<file path="config.mk">
export PLATFORM = sky130hd
export DESIGN_NAME = if_fetch_queue_flat
export DESIGN_NICKNAME = d
export VERILOG_FILES = /design/src/rtl/if_fetch_queue_if.sv /design/src/rtl/if_fetch_queue.sv /design/src/flat_wrapper.sv
export SDC_FILE = /design/constraint.sdc
export NUM_CORES = 1
export LEC_CHECK = 0
export ABC_AREA = 1
export BUFFER_PORTS_ARGS = -buffer_cell sky130_fd_sc_hd__buf_2
export CAP_MARGIN = 20
export CORE_MARGIN = 4
export CORE_UTILIZATION = 52
export DETAILED_ROUTE_END_ITERATION = 12
export PLACE_DENSITY = 0.77
export SYNTH_ARGS = -nofsm -noshare
export SYNTH_HDL_FRONTEND = slang
export SYNTH_SLANG_ARGS = --single-unit
export TNS_END_PERCENT = 20
</file>
<file path="constraint.sdc">
create_clock -name clk -period 3.25 [get_ports clk]
set_clock_uncertainty 0.15 [all_clocks]
set_input_delay 0.65 -clock clk [delete_from_list [all_inputs] [get_ports clk]]
set_output_delay 0.65 -clock clk [all_outputs]
set_load 0.02 [all_outputs]
</file>
<file path="src/rtl/if_fetch_queue_if.sv">
// Fetch-queue bus: instruction-memory request/response plus the IF/ID-facing
// head-of-queue outputs and the decode stall / EX redirect controls.
interface if_fetch_queue_if #(
   parameter int unsigned PC_W  = 9,
   parameter int unsigned INS_W = 32
);
   logic             imem_req;
   logic [PC_W-1:0]  imem_addr;
   logic             imem_rvalid;
   logic [INS_W-1:0] imem_rdata;
   logic             id_valid;
   logic [PC_W-1:0]  id_pc;
   logic [INS_W-1:0] id_instr;
   logic             id_stall;
   logic             redirect;
   logic [PC_W-1:0]  redirect_pc;

   // Fetch queue side.
   modport master (
      output imem_req, imem_addr, id_valid, id_pc, id_instr,
      input  imem_rvalid, imem_rdata, id_stall, redirect, redirect_pc
   );

   // Memory / pipeline side.
   modport slave (
      input  imem_req, imem_addr, id_valid, id_pc, id_instr,
      output imem_rvalid, imem_rdata, id_stall, redirect, redirect_pc
   );
endinterface

</file>
<file path="src/rtl/if_fetch_queue.sv">
// Instruction-fetch front end: owns the fetch PC, keeps at most one request in
// flight to a variable-latency instruction memory, buffers {pc, instr} pairs in
// a small FIFO and presents the head to decode. EX redirects flush everything.
module if_fetch_queue #(
   parameter int unsigned PC_W  = 9,
   parameter int unsigned INS_W = 32,
   parameter int unsigned DEPTH = 4
) (
   input logic              clk,
   input logic              reset,
   if_fetch_queue_if.master bus
);
   localparam int unsigned PTR_W = $clog2(DEPTH);
   localparam int unsigned CNT_W = PTR_W + 1;

   // StWait keeps the response, StDrop discards it (redirected while in flight).
   typedef enum logic [1:0] {StIdle, StWait, StDrop} state_e;

   state_e           state_q, state_d;
   logic [PC_W-1:0]  fetch_pc_q, fetch_pc_d;
   logic [PC_W-1:0]  req_pc_q, req_pc_d;
   logic [PC_W-1:0]  fifo_pc_q    [DEPTH];
   logic [INS_W-1:0] fifo_instr_q [DEPTH];
   logic [PTR_W-1:0] rd_ptr_q, rd_ptr_d, wr_ptr_q, wr_ptr_d;
   logic [CNT_W-1:0] count_q, count_d;
   logic [CNT_W:0]   credit;
   logic             empty, enq, deq, issue;

   // Handshake decode; a same-cycle dequeue earns no credit toward issuing.
   always_comb begin
      empty  = (count_q == '0);
      enq    = (state_q == StWait) && bus.imem_rvalid && !bus.redirect;
      deq    = !empty && !bus.redirect && !bus.id_stall;
      credit = {1'b0, count_q} + (CNT_W + 1)'(enq);
      issue  = !reset && !bus.redirect && ((state_q == StIdle) || enq) &&
               (credit < (CNT_W + 1)'(DEPTH));
   end

   // Next fetch PC, request PC and request-tracking state.
   always_comb begin
      state_d    = state_q;
      fetch_pc_d = fetch_pc_q;
      req_pc_d   = req_pc_q;
      if (issue) begin
         fetch_pc_d = fetch_pc_q + PC_W'(4);
         req_pc_d   = fetch_pc_q;
      end
      if (bus.redirect) begin
         fetch_pc_d = {bus.redirect_pc[PC_W-1:2], 2'b00};
      end
      case (state_q)
         StIdle: if (issue) state_d = StWait;
         StWait: begin
            if (bus.imem_rvalid) begin
               state_d = issue ? StWait : StIdle;
            end else if (bus.redirect) begin
               state_d = StDrop;
            end
         end
         StDrop: if (bus.imem_rvalid) state_d = StIdle;
         default: state_d = StIdle;
      endcase
   end

   // FIFO pointer/count update; a redirect clears the queue and cancels push/pop.
   always_comb begin
      rd_ptr_d = rd_ptr_q;
      wr_ptr_d = wr_ptr_q;
      count_d  = count_q;
      if (bus.redirect) begin
         rd_ptr_d = '0;
         wr_ptr_d = '0;
         count_d  = '0;
      end else begin
         if (enq) wr_ptr_d = wr_ptr_q + PTR_W'(1);
         if (deq) rd_ptr_d = rd_ptr_q + PTR_W'(1);
         count_d = count_q + CNT_W'(enq) - CNT_W'(deq);
      end
   end

   // Outputs; an empty queue presents pc 0 / instr 0 (pipeline bubble).
   always_comb begin
      bus.imem_req  = issue;
      bus.imem_addr = issue ? fetch_pc_q : '0;
      bus.id_valid  = !empty && !bus.redirect;
      bus.id_pc     = empty ? '0 : fifo_pc_q[rd_ptr_q];
      bus.id_instr  = empty ? '0 : fifo_instr_q[rd_ptr_q];
   end

   // Control state registers.
   always_ff @(posedge clk) begin
      if (reset) begin
         state_q    <= StIdle;
         fetch_pc_q <= '0;
         req_pc_q   <= '0;
         rd_ptr_q   <= '0;
         wr_ptr_q   <= '0;
         count_q    <= '0;
      end else begin
         state_q    <= state_d;
         fetch_pc_q <= fetch_pc_d;
         req_pc_q   <= req_pc_d;
         rd_ptr_q   <= rd_ptr_d;
         wr_ptr_q   <= wr_ptr_d;
         count_q    <= count_d;
      end
   end

   // FIFO storage; contents are only meaningful below count_q.
   always_ff @(posedge clk) begin
      if (enq && !reset) begin
         fifo_pc_q[wr_ptr_q]    <= req_pc_q;
         fifo_instr_q[wr_ptr_q] <= bus.imem_rdata;
      end
   end

   // The issue credit rule must make overflow unreachable.
   assert property (@(posedge clk) disable iff (reset) !(enq && count_q == CNT_W'(DEPTH)))
      else $error("if_fetch_queue: enqueue into full FIFO");
endmodule

</file>
<file path="src/flat_wrapper.sv">
// flat-port wrapper written by rule: the top's interface ports become plain ports
module if_fetch_queue_flat 
#(
   parameter int unsigned PC_W  = 9,
   parameter int unsigned INS_W = 32,
   parameter int unsigned DEPTH = 4
)
  (clk, reset, bus_imem_req, bus_imem_addr, bus_id_valid, bus_id_pc, bus_id_instr, bus_imem_rvalid, bus_imem_rdata, bus_id_stall, bus_redirect, bus_redirect_pc);
  if_fetch_queue_if #(.PC_W(PC_W), .INS_W(INS_W)) bus_i ();
  input logic clk;
  input logic reset;
  output wire logic [$bits(bus_i.imem_req)-1:0] bus_imem_req;
  output wire logic [$bits(bus_i.imem_addr)-1:0] bus_imem_addr;
  output wire logic [$bits(bus_i.id_valid)-1:0] bus_id_valid;
  output wire logic [$bits(bus_i.id_pc)-1:0] bus_id_pc;
  output wire logic [$bits(bus_i.id_instr)-1:0] bus_id_instr;
  input wire logic [$bits(bus_i.imem_rvalid)-1:0] bus_imem_rvalid;
  input wire logic [$bits(bus_i.imem_rdata)-1:0] bus_imem_rdata;
  input wire logic [$bits(bus_i.id_stall)-1:0] bus_id_stall;
  input wire logic [$bits(bus_i.redirect)-1:0] bus_redirect;
  input wire logic [$bits(bus_i.redirect_pc)-1:0] bus_redirect_pc;
  assign bus_imem_req = bus_i.imem_req;
  assign bus_imem_addr = bus_i.imem_addr;
  assign bus_id_valid = bus_i.id_valid;
  assign bus_id_pc = bus_i.id_pc;
  assign bus_id_instr = bus_i.id_instr;
  assign bus_i.imem_rvalid = bus_imem_rvalid;
  assign bus_i.imem_rdata = bus_imem_rdata;
  assign bus_i.id_stall = bus_id_stall;
  assign bus_i.redirect = bus_redirect;
  assign bus_i.redirect_pc = bus_redirect_pc;
  if_fetch_queue #(.PC_W(PC_W), .INS_W(INS_W), .DEPTH(DEPTH)) u_core (.clk(clk), .reset(reset), .bus(bus_i));
endmodule
</file>
==> impl_metrics.py <==
metrics = {
    "outcome": {
        "outcome": "finished clean",
    },
    "worst_setup_path": {
        "cp_cell_sequence": "buf_4 -> nor2_1 -> nor2_1 -> o21ai_0 -> a21oi_1 -> buf_2",
        "endpoint_kind": "output port",
        "r2r_slack_ns": 1.03,
        "reg2reg_to": "u_core.fifo_instr_q[3][31]",
        "cpMostUsedCell": "nor2_1",
        "rr_startpoint": "u_core.state_q[0]",
        "cp_max_fo": 52,
        "critPathBufInv": 2,
        "cp_top_family": "buffers and inverters",
        "cp.arrival_ns": 2.05,
        "cp_slowest_stage_delay_ns": 0.47,
        "worst_ep_required_time_ns": 2.45,
        "startpoint_type": "flop",
        "critPathKind": "reg -> out",
        "slowest_stage": "buf_4",
        "reg2reg_depth": 5,
    },
    "sta": {
        "fmax_mhz": 350,
        "relSlewSlack": 0.433,
        "fin_crit_sh": 0.878,
        "setup_ws_ns": 0.395,
        "hold_slack_ns": 0.296,
        "tightest_slew_ns": 0.850,
        "maxSlewViolCount": 0,
        "hold_violations": 0,
        "post-route-min-period_ns": 2.85,
        "rsz0062_at_grt": "false",
        "setup_viol_count_final": 0,
    },
    "synth": {
        "synth_top_area_frac": 0.626,
        "yosys_warnings": 0,
        "ys_types": 36,
        "synth_compound_area_frac": 0.103,
        "yosys.area.top_type": "edfxtp_1",
        "yosys-top-cells-count": "nor2_1 (168), edfxtp_1 (156), o21ai_0 (66)",
        "synthSimpleGateAreaFrac": 0.137,
        "synth-edff-count": 156,
        "synth_top_cells_by_area": "edfxtp_1 (63%), nor2_1 (8.4%), dfxtp_1 (6.7%)",
        "yosysMostFrequentCell": "nor2_1",
        "muxShareOfSynthArea": 0,
        "synthAdderAreaFrac": 0.0160,
        "ys_seq_elements": 181,
        "synth_flop_cell": "edfxtp_1",
        "synth_xor_area_frac": 0.00585,
        "mappedNetlistArea_um2": 7490,
        "synth_top_family_by_area": "simple AND/OR/NAND/NOR gates",
        "ys_async_sr_fraction": 0,
        "syn_inst": 649,
        "yosysSeqAreaShare": 0.693,
        "post_synth.cell_area_avg_um2": 11.5,
    },
    "routing": {
        "num_vias": 4972,
        "drtPass1Iterations": 6,
        "drc_errors": 0,
        "drt-initial-drc-count": 517,
        "antenna_left": 0,
        "drt_wl_total_mm": 15.3,
        "avgViaCountPerCell": 5.35,
        "wl_per_cell_um": 16.5,
    },
    "placed_design": {
        "gp_congestion": 0.868,
        "numPortBuffers": 91,
        "place.detailed.instances": 897,
        "dp_hpwl_mm": 9.12,
        "placed_cell_area_um2": 8170,
        "pre_cts_ws_ns": 0.419,
    },
    "floorplanning": {
        "rows": 43,
        "dieArea_um2": 16400,
        "die_h_um": 128,
        "ioPinCount": 98,
        "initial_utilization": 0.535,
        "core_area_um2": 14000,
        "die_w_um": 128,
    },
    "clock_tree": {
        "cts_buffer_depth": 2,
        "clock_latency_ns": 0.42,
        "hold_buffers": 0,
        "post_cts.repair.setup_buffers": 0,
        "cts_resized": 0,
        "clock-root-buffer": "clkbuf_16",
        "cts_tree": "done",
        "h-tree-depth": 4,
        "clock-sinks": 181,
        "numCtsBuffers": 17,
        "path_clk_slew_ns": 0.06,
    },
    "pwr": {
        "leakagePower_nw": 3.26,
        "ir_worst_vdd_mv": 0.324,
        "p_per_area_nw_per_um2": 532,
        "p_total_mw": 4.66,
    },
    "global_routing": {
        "grt_first_pass_wirelength_mm": 24.6,
        "grt-ovfl-total": 0,
        "grt_start_max_net_pins": 53,
        "track_usage": 0.194,
        "grt_pass1_vias": 4925,
        "antenna_found_initial": 1,
    },
    "layout": {
        "final_cells": 929,
        "drive_gt1_frac": 0.248,
        "areaGrowthSynthToFinish_pct": 16.9,
        "fin_area_um2": 8750,
        "fillers": 1097,
        "diodes": 0,
        "nets": 791,
    },
    "min_path": {
        "worstHoldStart": "bus_imem_rdata[21]",
        "hp-class": "in -> reg",
        "whs_path_depth": 1,
        "hold_path_end": "u_core.fifo_instr_q[2][21]",
    },
    "run": {
        "drv_cap": 0,
    },
}
## placed cells by master, fill, tap and decap left out, drive strengths merged
master / synthesis / layout
clkbuf: 25 / 25
bufinv: 0 / 1
xor2: 4 / 4
nand2: 41 / 41
nor3: 3 / 3
xnor2: 1 / 1
o21bai: 1 / 1
inv: 34 / 37
nor2: 172 / 172
nand4: 3 / 3
conb: 1 / 4
o21ai: 83 / 83
buf: 15 / 105
ha: 8 / 8
nor3b: 1 / 1
dfxtp: 25 / 25
edfxtp: 156 / 156
nand3: 15 / 15
clkinv: 0 / 3
a211oi: 1 / 1
a21oi: 58 / 58
fa: 1 / 1
or2: 1 / 1
## routing by layer
layer  part of all wire  routed length (µm)  vias up  global-route usage
li1                   -                   -     2405                   -
met1               0.42                6500     2385               0.239
met2               0.50                7690      158               0.334
met3              0.058                 889       22              0.0538
met4              0.016                 238        2              0.0587
met5             0.0013                  20        -                   0
## cell type report
class | count | area (µm²) | area share
Clock inverter | 7 | 63.8 | 0.00729
Clock buffer | 25 | 517 | 0.0591
Timing Repair Buffer | 105 | 611 | 0.0698
Multi-Input combinational cell | 397 | 2010 | 0.230
Inverter | 34 | 135 | 0.0154
Sequential cell | 181 | 5190 | 0.593
Tap cell | 180 | 225 | 0.0257
## state kept, by name (all words and copies together) (netlist names), named ones only
name,flops
u_core.count_q,3
u_core.fetch_pc_q,7
u_core.fifo_pc_q,28
u_core.rd_ptr_q,2
u_core.req_pc_q,7
u_core.wr_ptr_q,2
u_core.state_q,2
u_core.fifo_instr_q,128
## power by group
part	internal (mW)	total [mW]	switching (mW)
Clock	1.18	1.97	0.788
Sequential	2.53	2.54	0.0112
Combinational	0.0518	0.150	0.0984
## worst register-to-register path: cells and delay by family (launching register included)
kind / cells / cell delay [ns]
simple gates: 4 / 1.10
flops: 1 / 0.39
buf+inv: 1 / 0.29
## through the flow
stage	TNS, ns	utilization
after floorplan	-6.31	-
after global placement	0	0.584
after detailed placement	0	0.584
after CTS	0	0.625
after global routing	0	0.625
final	0	0.625
## cells by family (layout without fill, tap and decap cells)
family,count (synthesis),after routing
AOI/OAI and AO/OA,143,143
xor gates and xnor gates,5,5
adders and majority gates,9,9
buffers and inverters,74,171
DFF,181,181
other,1,4
and+or+nand+nor,236,236
## worst max-delay path by stage
| stage | startpoint | slack, ns | cells after the start | end |
|---|---|---|---|---|
| after floorplan | bus_redirect | -0.04 | 4 | u_core.fifo_instr_q[0][0] |
| after global placement | bus_redirect | 0.44 | 11 | bus_imem_addr[4] |
| after detailed placement | bus_redirect | 0.42 | 11 | bus_imem_addr[3] |
| after CTS | flop | 0.35 | 6 | bus_id_instr[3] |
| after global routing | flop | 0.23 | 6 | bus_id_instr[5] |
| final | flop | 0.40 | 6 | bus_id_pc[8] |
(Power assumes the default switching activity.)
